--- src/rtl/xbus_glb_scheduler.sv ---
// GLB -> X-bus sequencer: fetches `length` GLB words, stamps each with a column TAG and ends every job with flush/done.
// Optional back-pressure counter on stall_cycles_o is built only when XBUS_SCHED_PERF_EN is defined.
module xbus_glb_scheduler #(
    parameter int DATA_WIDTH = 16,
    parameter int NUM_COL    = 4,
    parameter int GLB_DEPTH  = 1024,
    localparam int AW = $clog2(GLB_DEPTH),
    localparam int TW = (NUM_COL > 1) ? $clog2(NUM_COL) : 1
) (
    input  logic                  clk_i,
    input  logic                  rst_i,
    input  logic                  start_i,
    input  logic                  abort_i,
    input  logic [AW-1:0]         base_addr_i,
    input  logic [15:0]           length_i,
    input  logic [7:0]            words_per_col_i,
    output logic                  glb_en_o,
    output logic [AW-1:0]         glb_addr_o,
    input  logic [DATA_WIDTH-1:0] glb_rd_data_i,
    output logic [DATA_WIDTH-1:0] bus_data_o,
    output logic [TW-1:0]         bus_tag_o,
    output logic                  bus_valid_o,
    input  logic                  bus_ready_i,
    output logic                  flush_o,
    output logic                  busy_o,
    output logic                  done_o,
    output logic [31:0]           stall_cycles_o
);

    localparam logic [2:0] S_IDLE  = 3'd0;
    localparam logic [2:0] S_FETCH = 3'd1;
    localparam logic [2:0] S_WAIT  = 3'd2;
    localparam logic [2:0] S_SEND  = 3'd3;
    localparam logic [2:0] S_FLUSH = 3'd4;

    logic [2:0]            state_q, state_d;
    logic [AW-1:0]         addr_q, addr_d;
    logic [15:0]           len_q, len_d;
    logic [15:0]           idx_q, idx_d;
    logic [7:0]            wpc_q, wpc_d;
    logic [7:0]            wc_q, wc_d;
    logic [TW-1:0]         tag_q, tag_d;
    logic [DATA_WIDTH-1:0] data_q, data_d;
    logic                  hs;
    logic                  last;

    assign hs   = (state_q == S_SEND) && bus_ready_i;
    assign last = ({1'b0, idx_q} + 17'd1) == {1'b0, len_q};

    always_comb begin
        state_d = state_q;
        addr_d  = addr_q;
        len_d   = len_q;
        idx_d   = idx_q;
        wpc_d   = wpc_q;
        wc_d    = wc_q;
        tag_d   = tag_q;
        data_d  = data_q;
        case (state_q)
            S_IDLE: begin
                if (start_i) begin
                    addr_d  = base_addr_i;
                    len_d   = length_i;
                    wpc_d   = (words_per_col_i == 8'd0) ? 8'd1 : words_per_col_i;
                    idx_d   = '0;
                    wc_d    = '0;
                    tag_d   = '0;
                    state_d = (length_i == 16'd0) ? S_FLUSH : S_FETCH;
                end
            end
            S_FETCH: state_d = abort_i ? S_FLUSH : S_WAIT;
            S_WAIT: begin
                // An aborted read never reaches the bus register.
                if (abort_i) begin
                    state_d = S_FLUSH;
                end else begin
                    data_d  = glb_rd_data_i;
                    state_d = S_SEND;
                end
            end
            S_SEND: begin
                if (hs) begin
                    idx_d  = idx_q + 16'd1;
                    addr_d = (addr_q == AW'(GLB_DEPTH - 1)) ? '0 : addr_q + AW'(1);
                    if (({1'b0, wc_q} + 9'd1) >= {1'b0, wpc_q}) begin
                        wc_d  = '0;
                        tag_d = (tag_q == TW'(NUM_COL - 1)) ? '0 : tag_q + TW'(1);
                    end else begin
                        wc_d = wc_q + 8'd1;
                    end
                end
                if (abort_i || (hs && last)) state_d = S_FLUSH;
                else if (hs)                 state_d = S_FETCH;
            end
            S_FLUSH: state_d = S_IDLE;
            default: state_d = S_IDLE;
        endcase
    end

    always_ff @(posedge clk_i) begin
        if (rst_i) begin
            state_q <= S_IDLE;
            addr_q  <= '0;
            len_q   <= '0;
            idx_q   <= '0;
            wpc_q   <= '0;
            wc_q    <= '0;
            tag_q   <= '0;
            data_q  <= '0;
        end else begin
            state_q <= state_d;
            addr_q  <= addr_d;
            len_q   <= len_d;
            idx_q   <= idx_d;
            wpc_q   <= wpc_d;
            wc_q    <= wc_d;
            tag_q   <= tag_d;
            data_q  <= data_d;
        end
    end

    assign glb_en_o    = (state_q == S_FETCH);
    assign glb_addr_o  = addr_q;
    assign bus_data_o  = data_q;
    assign bus_tag_o   = tag_q;
    assign bus_valid_o = (state_q == S_SEND);
    assign flush_o     = (state_q == S_FLUSH);
    assign done_o      = (state_q == S_FLUSH);
    assign busy_o      = (state_q != S_IDLE);

`ifdef XBUS_SCHED_PERF_EN
    logic [31:0] stall_q;

    always_ff @(posedge clk_i) begin
        if (rst_i || (state_q == S_IDLE && start_i)) begin
            stall_q <= '0;
        end else if (state_q == S_SEND && !bus_ready_i && stall_q != 32'hFFFF_FFFF) begin
            stall_q <= stall_q + 32'd1;
        end
    end

    assign stall_cycles_o = stall_q;
`else
    assign stall_cycles_o = 32'd0;
`endif

endmodule

--- config.mk ---
export PLATFORM = sky130hd
export DESIGN_NAME = xbus_glb_scheduler
export DESIGN_NICKNAME = d
export VERILOG_FILES = /design/src/rtl/xbus_glb_scheduler.sv
export SDC_FILE = /design/constraint.sdc
export NUM_CORES = 1
export LEC_CHECK = 0
export BUFFER_PORTS_ARGS = -buffer_cell sky130_fd_sc_hd__clkbuf_2
export CAP_MARGIN = 5
export CORE_UTILIZATION = 40
export CTS_BUF_LIST = sky130_fd_sc_hd__clkbuf_4 sky130_fd_sc_hd__clkbuf_8 sky130_fd_sc_hd__clkbuf_16
export CTS_CLUSTER_SIZE = 14
export DETAILED_ROUTE_END_ITERATION = 6
export GPL_TIMING_DRIVEN = 0
export PLACE_DENSITY = 0.69
export SLEW_MARGIN = 20
export SYNTH_ARGS = -nofsm -noshare
export SYNTH_HDL_FRONTEND = slang
export SYNTH_SLANG_ARGS = --single-unit
--- constraint.sdc ---
create_clock -name clk_i -period 2.9 [get_ports clk_i]
set_input_delay 0.29 -clock clk_i [delete_from_list [all_inputs] [get_ports clk_i]]
set_output_delay 0.29 -clock clk_i [all_outputs]
set_load 0.01 [all_outputs]
== After elaboration in Yosys (flattened, before gate mapping) ==
Index checks and enable logic that the tools add are counted.

* Memory bits (read-only): 0
* Memories: 0
* Memory bits (writable): 0
* Bits in latches: 0
* Bits in registers: 79
* Output and inout bits: 65

* $lt $le $gt $ge: 1
* Bitwise operators: 1
* $add $sub $neg: 6
* Div/mod/pow operators: 0
* Reductions and logical operators: 13
* Multiplexer cells: 24
* $mul: 0
* Eq/ne operators: 11
* Shift operators: 0

{| class="wikitable"
|+ Operators with widths
! kind !! count
|-
| 16-bit two-way mux || 2
|-
| 8-bit two-way mux || 4
|-
| 16-bit case mux with 2 select lines || 1
|-
| 10-bit two-way mux || 3
|-
| 10-bit case mux with 2 select lines || 1
|-
| 3-bit two-way mux || 6
|-
| 16-bit by 1-bit adder with 17-bit output (second input constant) || 1
|-
| 17-bit by 16-bit == test with 1-bit output || 1
|-
| 16-bit by 1-bit adder with 16-bit output (second input constant) || 1
|-
| 16-bit zero test || 1
|-
| 8-bit case mux with 2 select lines || 1
|-
| 3-bit case mux with 4 select lines || 1
|-
| 10-bit by 1-bit adder with 10-bit output (second input constant) || 1
|-
| 10-bit == test (second input constant) || 1
|-
| 8-bit by 1-bit adder with 9-bit output (second input constant) || 1
|-
| 9-bit by 8-bit >= comparator with 1-bit output || 1
|-
| 8-bit by 1-bit adder with 8-bit output (second input constant) || 1
|-
| 8-bit zero test || 1
|-
| 2-bit two-way mux || 4
|-
| 3-bit by 2-bit == test with 1-bit output (second input constant) || 2
|-
| 2-bit AND reduction || 3
|-
| 2-bit by 1-bit != test with 1-bit output (second input constant) || 2
|-
| 2-bit case mux with 2 select lines || 1
|-
| 4-bit AND reduction || 1
|-
| 13 further kinds || 14
|}

== Depth between registers and ports, before layout ==
Gate-level depths: netlist of run 1.

* Depth after elaboration: 6
* Mapped depth: 12

== Least setup slack after synthesis of run 1 ==
Ideal clock, no wire load.

* Path type: register -> register
* Start: reg wc_q[2]
* End: reg wc_q[4]
* Period minus slack after synthesis: 2.593 ns
* Setup time: 0.074 ns
* Arrival time: 2.518 ns
* Buffers on the path: 2
* Stages on the path, launching flop included: 13
* Setup slack: 0.307 ns
* Cells stage by stage: dfxtp_1 clkbuf_1 nand3_1 nor2_1 nand3_1 xnor2_1 ha_1 nand4_1 o22ai_1 nor4_1 buf_2 nand4_1 a31oi_1

* Cells in the longest elaborated chain, start to end: 5
* Elaborated cells on any way between the ends: 6

{| class="wikitable"
|+ Ends and longest elaborated chain
! element !! line !! RTL
|-
| from (decl) || 41 || <nowiki>logic [7:0] wc_q, wc_d;</nowiki>
|-
| from (signal assigned) || 116 || <nowiki>wc_q <= wc_d;</nowiki>
|-
| 8-bit by 1-bit adder with 9-bit output || 85 || <nowiki>if (({1'b0, wc_q} + 9'd1) >= {1'b0, wpc_q}) begin</nowiki>
|-
| 9-bit by 8-bit >= comparator with 1-bit output || 85 ||
|-
| 8-bit two-way mux (*) || 85 ||
|-
| 8-bit two-way mux (*) || 82 || <nowiki>if (hs) begin</nowiki>
|-
| 8-bit case mux with 2 select lines (*) || 59 || <nowiki>case (state_q)</nowiki>
|}

Every way passes the cells marked *; elsewhere a longest branch is shown, timed or not. The select of a mux whose other input is x is not followed.
A chain may end at the register's enable or synchronous reset.

== Final worst setup path of run 1 ==
* Start: reg wc_q[0]
* End: reg tag_q[0], in the netlist bus_tag_o[0]

* Cells in the longest elaborated chain, start to end: 4

{| class="wikitable"
|+ Ends and longest elaborated chain
! element !! line !! RTL
|-
| 8-bit by 1-bit adder with 9-bit output || 85 ||
|-
| 9-bit by 8-bit >= comparator with 1-bit output || 85 ||
|-
| 2-bit by 1-bit != test with 1-bit output (no line) || n/a ||
|-
| 4-bit AND reduction (no line) || n/a ||
|-
| to (signal assigned) || 117 || <nowiki>tag_q <= tag_d;</nowiki>
|-
| to (decl) || 42 || <nowiki>logic [TW-1:0] tag_q, tag_d;</nowiki>
|}

No other way between the ends.

==> metrics, run 1 <==
run status finished clean; Comb pwr share a little under a fifth; Crit. End Element flop; synthesized instance count 589; DRC 0; synth top area cells dfxtp_1, nand2_1, a21oi_1; diode count 0; count of input and output buffers between 80 and 90; Worst path slowest cell dfxtp_1; initial antenna violation count 0; hold buffer count at CTS 0; design internal power about 0.0021 W; CP cell instances ha_2, nand3_1, or2_2, xnor2_1, ha_1, nand4_1, o22ai_1, nor4_2, buf_4, a21oi_1, o32ai_1; CTS Buffer Depth 2; I/O pin total 120; Sw Share 28.4%; asr flop ratio synth 0%; simple-gate share of the synthesized area 25.6%; worst hold path type input port to flop; Max Slew Vio Count 0; CP Max Fanout 5; Critical R2R Launch wc_q[0]; Clk pwr share around two fifths; Die X between 100 and 150 um; worst hold stages 3; worst path required time about 3.1 ns; pwr dens 527 nW/um2; library cells used by synthesis 61; nets 784; Final Cycle Share a little over nine tenths; hold slack 0.165 ns; die height approximately 110 um; Clock Skews between 0.005 and 0.006 ns; CTS H-Tree Depth 3; max cap viols 0; Mapped Avg Cell Area 7.68 um2; largest net degree at the start of global routing 14; largest family of logic cells by synthesized area simple AND/OR/NAND/NOR gates; Post-synth EDFFs 0; Worst Hold End bus_data_o[0]; Adder-Cell Fraction of Synth Area roughly 3.3%; Max VDD drop slightly below 400 uV; Worst R2R End bus_tag_o[0]; share of the synthesized area in the top cell type 35.0%; Wirelength per Cell between 10 and 15 um; cell row count 38; Synth warnings 0; overall routed net length between 10000 and 15000 um; clock root buffer clkbuf_16; Post-DRT Antenna Nets 0; Reg clk slew, reported paths around 0.060 ns; post-detail-place hpwl approximately 9000 um; Setup Viol. Count Final 0; post-synth top area cell dfxtp_1; slew of the pin with the lowest slew margin around 0.70 ns; die area approximately 12000 um2; Synth top cells by count nand2_1, dfxtp_1, a21oi_1; CTS Buf Count 9; ys flop type dfxtp_1; Reg2Reg Depth 11; number of global-route vias before repair 4129; mux contribution to synthesized area less than 1%; max_slew headroom a little over half; CP Class flop to flop; synthesized flop and latch total 79; register area share after synthesis 35.0%; first-pass iteration count of the detailed router 5; Via-to-Cell Ratio roughly 5.2; Leak between 2 and 2.5 nW; DRT iter0 DRCs between 200 and 250; most common cell in the netlist nand2_1; GR Util All Layers 21.3%; first-pass GRT wire length between 15000 and 20000 um; Psw roughly 0.00084 W; clk_lat worst skew 0.34 ns; CP peak stage delay between 0.4 and 0.5 ns; grt ovf 0; Setup Total Neg Slack 0 ns; Area Overhead vs Synth 23.3%; xor/xnor share of the synthesized area under 10%; crit path time final around 2.8 ns; nature of the critical path startpoint flop; final hold violations 0; Synth Cell Area between 4000 and 5000 um2; WP data arrival roughly 3.1 ns; CTS tree yes; routability cong. between 0.8 and 0.9; FF-to-FF setup slack 0.08 ns; Compound-Gate Fraction of Synth Area 18.6%; Initial Util 41.4%; Clock Sinks slightly below 80; Core Area 10900 um2; layout cells sized above 1 a little under a quarter; Hold Startpoint glb_rd_data_i[0]; DR vias between 4000 and 5000; Sequential Power Share 40.7%; f_max 0.354 GHz
worst max-delay path by stage:
stage,startpoint,end,slack (ns),depth (start not counted)
floorplan,wc_q[2],wc_q[4],0.31,12
global placement,wc_q[2],wc_q[6],-0.12,12
detailed placement,wc_q[2],wc_q[1],-0.20,12
CTS,wc_q[2],wc_q[1],0.01,12
global route,wc_q[0],wc_q[1],-0.002,11
finish,wc_q[0],bus_tag_o[0],0.08,11
state kept, by name (all words and copies together) (netlist names):
register,count
idx_q,16
len_q,16
bus_tag_o,2
glb_addr_o,10
wpc_q,8
bus_data_o,16
state_q,3
wc_q,8
kinds of logic after synthesis:
logic type,Yosys count
mux,1
compound gates,137
other cells,1
xor+xnor,31
fa+ha+maj,12
simple gates,244
flops,79
buf+inv,84
per-layer routing:
layer	GRT usage [%]	vias to the layer above	wire, um	part of all wire, %
met3	5.67	17	797	6.5
met1	25.8	2077	5400	44
li1	-	2248	-	-
met5	0	-	0	0
met2	36.3	137	5850	48
met4	7.34	0	184	1.5
power groups by stage:
| stage | logic (W) | registers [W] | clock network, W |
|---|---|---|---|
| detailed placement | 0.000538 | 0.00122 | 0 |
| CTS | 0.000541 | 0.00120 | 0.00122 |
| finish | 0.000544 | 0.00120 | 0.00120 |
| global route | 0.000604 | 0.00120 | 0.00126 |
| floorplan | 0.000363 | 0.00122 | 0 |
| global placement | 0.000528 | 0.00122 | 0 |
through the flow:
step	util (%)	cells	power (W)	cell area (um2)	setup slack [ns]
2_1_floorplan	-	620	0.00158	4640	0.307
3_3_place_gp	48.0	846	0.00174	5250	-0.122
3_5_place_dp	48.0	846	0.00176	5250	-0.199
4_1_cts	50.9	861	0.00296	5570	0.0113
5_1_grt	51.0	861	0.00307	5580	-0.00170
6_report	51.0	861	0.00294	5580	0.0762
repair_timing:
action,CTS,global route
buffers inserted,0,1
cloned,0,0
resized for setup,3,2
endpoints found under the setup margin,10,10
pin swaps,0,1
area by class of cell:
cell class | count | area [um2]
inverter | 13 | 48.8
buffer | 70 | 440
tap | 140 | 175
fill | 1083 | 5360
timing repair buffer | 87 | 438
multi-input combinational | 457 | 2580
clock inverter | 6 | 86.3
clock buffer | 9 | 225
sequential | 79 | 1580
cell usage in the layout (no fill, tap or decap), types with 3 or more instances in the layout:
| cell | count |
|---|---|
| nor2b_1 | 4 |
| xor2_1 | 8 |
| nand3_1 | 21 |
| xnor2_1 | 21 |
| nand4_1 | 14 |
| a21oi_1 | 69 |
| conb_1 | 32 |
| buf_2 | 6 |
| nor3_1 | 11 |
| a31oi_1 | 6 |
| a211oi_1 | 3 |
| a311oi_1 | 4 |
| o211ai_1 | 3 |
| o31ai_1 | 3 |
| and2_1 | 6 |
| or3_1 | 4 |
| clkbuf_16 | 9 |
| o22ai_1 | 3 |
| o21ai_0 | 21 |
| buf_4 | 40 |
| nand2_1 | 112 |
| clkbuf_1 | 21 |
| nor3b_1 | 3 |
| ha_1 | 11 |
| nor4_1 | 10 |
| inv_1 | 13 |
| a22oi_1 | 7 |
| clkbuf_2 | 86 |
| and3_1 | 3 |
| nor2_1 | 35 |
| or4_1 | 4 |
| dfxtp_1 | 79 |
critical path: cells and delay by family, from the launching register on:
kind	cells	cell delay, ns
adders and majority gates	2	0.57
xor gates and xnor gates	1	0.14
and+or+nand+nor	4	0.92
buffers and inverters	1	0.19
AOI/OAI and AO/OA	3	0.49
DFF	1	0.42
(Power assumes the default switching activity.)
==> inputs of run 2 (changes only) <==
--- a/config.mk
+++ b/config.mk
@@ -7,12 +7,13 @@
 export LEC_CHECK = 0
 export BUFFER_PORTS_ARGS = -buffer_cell sky130_fd_sc_hd__clkbuf_2
 export CAP_MARGIN = 5
+export CORE_ASPECT_RATIO = 1.1
 export CORE_UTILIZATION = 40
 export CTS_BUF_LIST = sky130_fd_sc_hd__clkbuf_4 sky130_fd_sc_hd__clkbuf_8 sky130_fd_sc_hd__clkbuf_16
-export CTS_CLUSTER_SIZE = 14
+export CTS_CLUSTER_SIZE = 24
 export DETAILED_ROUTE_END_ITERATION = 6
 export GPL_TIMING_DRIVEN = 0
-export PLACE_DENSITY = 0.69
+export PLACE_DENSITY_LB_ADDON = 0.2
 export SLEW_MARGIN = 20
 export SYNTH_ARGS = -nofsm -noshare
 export SYNTH_HDL_FRONTEND = slang
==> metrics, run 2 (synthesis gave the netlist of run 1 again) <==
overall routed net length between 10000 and 15000 um; Max VDD drop between 300 and 400 uV; CTS tree yes; Initial Util about two fifths; Leak between 2 and 2.5 nW; cell row count 40; pwr dens 544 nW/um2; Area Overhead vs Synth 24.5%; die area 11700 um2; count of input and output buffers between 80 and 90; commonest non-fill, non-tap cells in the layout nand2_1, clkbuf_2, dfxtp_1; WP buf/inv 1; Post-DRT Antenna Nets 0; Setup Total Neg Slack 0 ns; CP Max Fanout 5; DR vias ~4600; max cap viols 0; final hold violations 0; Die X 103 um; Crit. End Element flop; layout cells sized above 1 a little under a quarter; slew of the pin with the lowest slew margin ~0.76 ns; CTS H-Tree Depth 3; WP data arrival between 2 and 3 ns; Wirelength per Cell around 14 um; Reg clk slew, reported paths approximately 0.06 ns; initial antenna violation count 0; f_max 0.368 GHz; CP Class flop to flop; grt ovf 0; max_slew headroom approximately half; nets slightly below 800; run status finished clean; Via-to-Cell Ratio ~5.2; DRT iter0 DRCs around 250; diode count 0; pre-CTS setup slack -0.217 ns; Clock Skews ~0.0084 ns; Fillers 1087; delay-heaviest family, CP simple AND/OR/NAND/NOR gates; Setup Viol. Count Final 0; first-pass GRT wire length ~20000 um; total power between 0.003 and 0.004 W; clock root buffer clkbuf_16; GR Util All Layers roughly 22%; number of global-route vias before repair between 4000 and 5000; die height 114 um; routability cong. ~0.90; CTS Buf Count 9; commonest non-fill, non-tap cell in the layout nand2_1; CP dominant cell by count nand4_1; worst path required time between 3 and 4 ns; worst hold path type input port to flop; CP cell instances ha_2, nand3_1, or2_2, xnor2_1, ha_1, nand4_1, o22ai_1, nor4_2, buf_2, nand4_1, a31oi_1; hold buffer count at CTS 0; Core Area ~11000 um2; DRC 0; Worst path slowest cell nor4_2; CTS Buffer Depth 2; largest net degree at the start of global routing 14; Clock Sinks roughly 80; nature of the critical path startpoint flop; final setup margin approximately 0.18 ns; clk_lat worst skew roughly 0.34 ns; post-detail-place hpwl about 9200 um; CP peak stage delay between 0.3 and 0.4 ns; first-pass iteration count of the detailed router 5; crit path time final approximately 2.7 ns; Max Slew Vio Count 0; I/O pin total 120; Final Cycle Share 93.6%
==> run 2: layout make-up <==
type / instances / area, um2 / area share, %
buffer: 70 / 440 / 7.82
clock buffer: 10 / 239 / 4.24
clock inverter: 6 / 108 / 1.91
inverter: 13 / 48.8 / 0.866
multi-input combinational: 457 / 2580 / 45.9
sequential: 79 / 1580 / 28.1
tap: 147 / 184 / 3.27
timing repair buffer: 88 / 443 / 7.86
==> run 2: path summary, 6_finish.rpt <==
check                                 startpoint            end  slack [ns]  depth (start not counted)
worst min-delay path            glb_rd_data_i[5]  bus_data_o[5]        0.17                          3
worst max-delay path                     wc_q[1]        wc_q[4]        0.18                         11
worst max register to register           wc_q[1]        wc_q[4]        0.18                         11
worst min register to register          wpc_q[4]       wpc_q[4]        0.45                          2
==> run 2: through the flow <==
| step | util (%) | area, um2 | cells | hold slack [ns] |
|---|---|---|---|---|
| finish | 51.4 | 5630 | 870 | 0.173 |
| global route | 51.4 | 5630 | 870 | 0.178 |
| CTS | 51.3 | 5620 | 870 | 0.165 |
| detailed placement | 47.9 | 5260 | 853 | 0.448 |
| global placement | 47.9 | 5260 | 853 | 0.443 |
| floorplan | - | 4640 | 620 | 0.426 |
==> run 2: layer usage <==
layer | routed length [um] | GRT usage, % | vias up
met2 | 6150 | 37.9 | 152
li1 | - | - | 2259
met5 | 0 | 0 | -
met1 | 5400 | 27.8 | 2130
met4 | 246 | 7.61 | 0
met3 | 691 | 4.17 | 21
==> run 2: what timing repair did <==
action,in CTS,in global routing
pin swaps,1,2
gates resized for setup,3,5
setup buffers,1,0
endpoints found under the setup margin,10,10
cloned,0,1
==> run 2: where the power goes <==
group / switching, W / internal [W] / leakage (nW) / total, W
logic: 0.000332 / 0.000215 / 1.51 / 0.000547
clock network: 0.000460 / 0.000862 / 0.168 / 0.00132
registers: 0.0000481 / 0.00114 / 0.643 / 0.00119
total: 0.000840 / 0.00222 / 2.32 / 0.00306
==> run 2: worst register-to-register path, cell delays in order, from the launching register on <==
cell and delay, ns:
dfxtp_1 0.38, ha_2 0.24, nand3_1 0.08, or2_2 0.33, xnor2_1 0.15, ha_1 0.31, nand4_1 0.13, o22ai_1 0.11
nor4_2 0.39, buf_2 0.25, nand4_1 0.11, a31oi_1 0.17
==> inputs of run 3 (changes only) <==
--- a/config.mk
+++ b/config.mk
@@ -8,7 +8,7 @@
 export BUFFER_PORTS_ARGS = -buffer_cell sky130_fd_sc_hd__clkbuf_2
 export CAP_MARGIN = 5
 export CORE_ASPECT_RATIO = 1.1
-export CORE_UTILIZATION = 40
+export CORE_UTILIZATION = 41
 export CTS_BUF_LIST = sky130_fd_sc_hd__clkbuf_4 sky130_fd_sc_hd__clkbuf_8 sky130_fd_sc_hd__clkbuf_16
 export CTS_CLUSTER_SIZE = 24
 export DETAILED_ROUTE_END_ITERATION = 6
==> metrics, run 3 (synthesis gave the netlist of run 1 again) <==
final hold violations 0; CP Max Fanout 10; count of input and output buffers 86; DRT iter0 DRCs approximately 310; Clock Skews roughly 0.0073 ns; routability cong. 0.874; max_slew headroom ~50%; Reg clk slew, reported paths approximately 0.06 ns; pwr dens a little over 500 nW/um2; f_max 0.376 GHz; hold slack approximately 0.17 ns; clock root buffer clkbuf_16; cell row count 39; grt ovf 0; Post-DRT Antenna Nets 0; Reg2Reg Depth 11; Clock Sinks 79; final setup margin ~0.24 ns; die area ~11000 um2; first-pass GRT wire length 19900 um; first-pass iteration count of the detailed router 5; CP Class flop to flop; Crit. End Element flop; WP data arrival roughly 2.9 ns; slew of the pin with the lowest slew margin between 0.7 and 0.8 ns; worst hold path type input port to flop; nature of the critical path startpoint flop; Setup Viol. Count Final 0; met3 Use GR under 10%; crit path time final approximately 2.7 ns; Core Area 10500 um2; clk_lat worst skew roughly 0.34 ns; Area Overhead vs Synth 23.2%; Die X between 100 and 150 um; Initial Util a little over two fifths; max cap viols 0; CP peak stage delay 0.38 ns; worst path required time 3.16 ns; worst hold stages 3; layout cells sized above 1 23.4%; Max VDD drop 241 uV; Leak between 2 and 2.5 nW; Via-to-Cell Ratio approximately 5.2; Max Slew Vio Count 0; Worst path slowest cell dfxtp_1; busiest grt layer met2; stages on the worst setup path 11; CTS Buffer Depth 2; initial antenna violation count 0; WP buf/inv 1; Wirelength per Cell 14.3 um; delay-heaviest family, CP simple AND/OR/NAND/NOR gates; DR vias 4516; largest net degree at the start of global routing 14; commonest non-fill, non-tap cell in the layout nand2_1; CP dominant cell by count nand4_1; total power just under 0.003 W; CP cell instances ha_2, nand3_1, or2_2, xnor2_1, ha_1, nand4_1, o22ai_1, nor4_2, buf_4, nand4_1, a21oi_1; I/O pin total 120; RSZ-0062 raised after global routing no; CTS Buf Count 9; GR Layer Usage met1 27.0%; Final Cycle Share about nine tenths; CTS H-Tree Depth 3; number of global-route vias before repair ~4200; nets between 700 and 800; GR Util All Layers 22.1%; run status finished clean; DRC 0; diode count 0; commonest non-fill, non-tap cells in the layout nand2_1, clkbuf_2, dfxtp_1; pre-CTS setup slack -0.206 ns; CTS tree yes; overall routed net length about 12000 um; met2 usage between 30 and 40%; post-detail-place hpwl just over 9000 um; die height roughly 110 um
run 3: cell count changes in the layout (fill, tap and decap cells not counted), sizes merged:
cell      delta
buf          -1
bufinv       -2
clkinvlp     +1
run 3: final cells by class:
| type | count | area (um2) |
|---|---|---|
| inverters | 13 | 48.8 |
| fillers | 1045 | 4970 |
| repair buffers | 87 | 438 |
| clock inverters | 5 | 58.8 |
| well taps | 143 | 179 |
| clock buffers | 10 | 239 |
| multi-input cells | 457 | 2580 |
| flip-flops and latches | 79 | 1580 |
| plain buffers | 70 | 440 |
run 3: routing by layer:
metal / vias up / share of wire [%]
li1: 2250 / -
met1: 2103 / 42
met2: 144 / 50
met3: 19 / 5.8
met4: 0 / 1.6
met5: - / 0
run 3: path summary, 6_finish.rpt:
path | to | slack (ns) | from
max | wc_q[7] | 0.24 | wc_q[1]
min | bus_data_o[8] | 0.17 | glb_rd_data_i[8]
min reg2reg | wpc_q[7] | 0.45 | wpc_q[7]
max reg2reg | wc_q[7] | 0.24 | wc_q[1]
run 3: timing repair:
| action | in CTS | in global routing |
|---|---|---|
| pin swaps | 1 | 0 |
| gates resized for setup | 2 | 5 |
| buffers inserted | 1 | 0 |
| setup endpoints to repair | 10 | 10 |
| hold buffers | 0 | 0 |
run 3: through the flow:
stage / cell area [um2] / TNS, ns / cells / util, %
2_1_floorplan: 4640 / 0 / 620 / -
3_3_place_gp: 5250 / -0.979 / 849 / 49.8
3_5_place_dp: 5250 / -1.42 / 849 / 49.8
4_1_cts: 5560 / 0 / 865 / 52.8
5_1_grt: 5570 / 0 / 864 / 52.9
6_report: 5570 / 0 / 864 / 52.9
run 3: tightest hold or removal path, cell delays in order:
cell,delay [ns]
clkbuf_2,0.08
nand2_1,0.05
a21oi_1,0.05
run 3: power by group:
group / switching (W) / leakage, nW / internal (W) / total (W)
Combinational: 0.000333 / 1.50 / 0.000214 / 0.000547
Clock: 0.000463 / 0.141 / 0.000686 / 0.00115
Sequential: 0.0000496 / 0.643 / 0.00114 / 0.00119
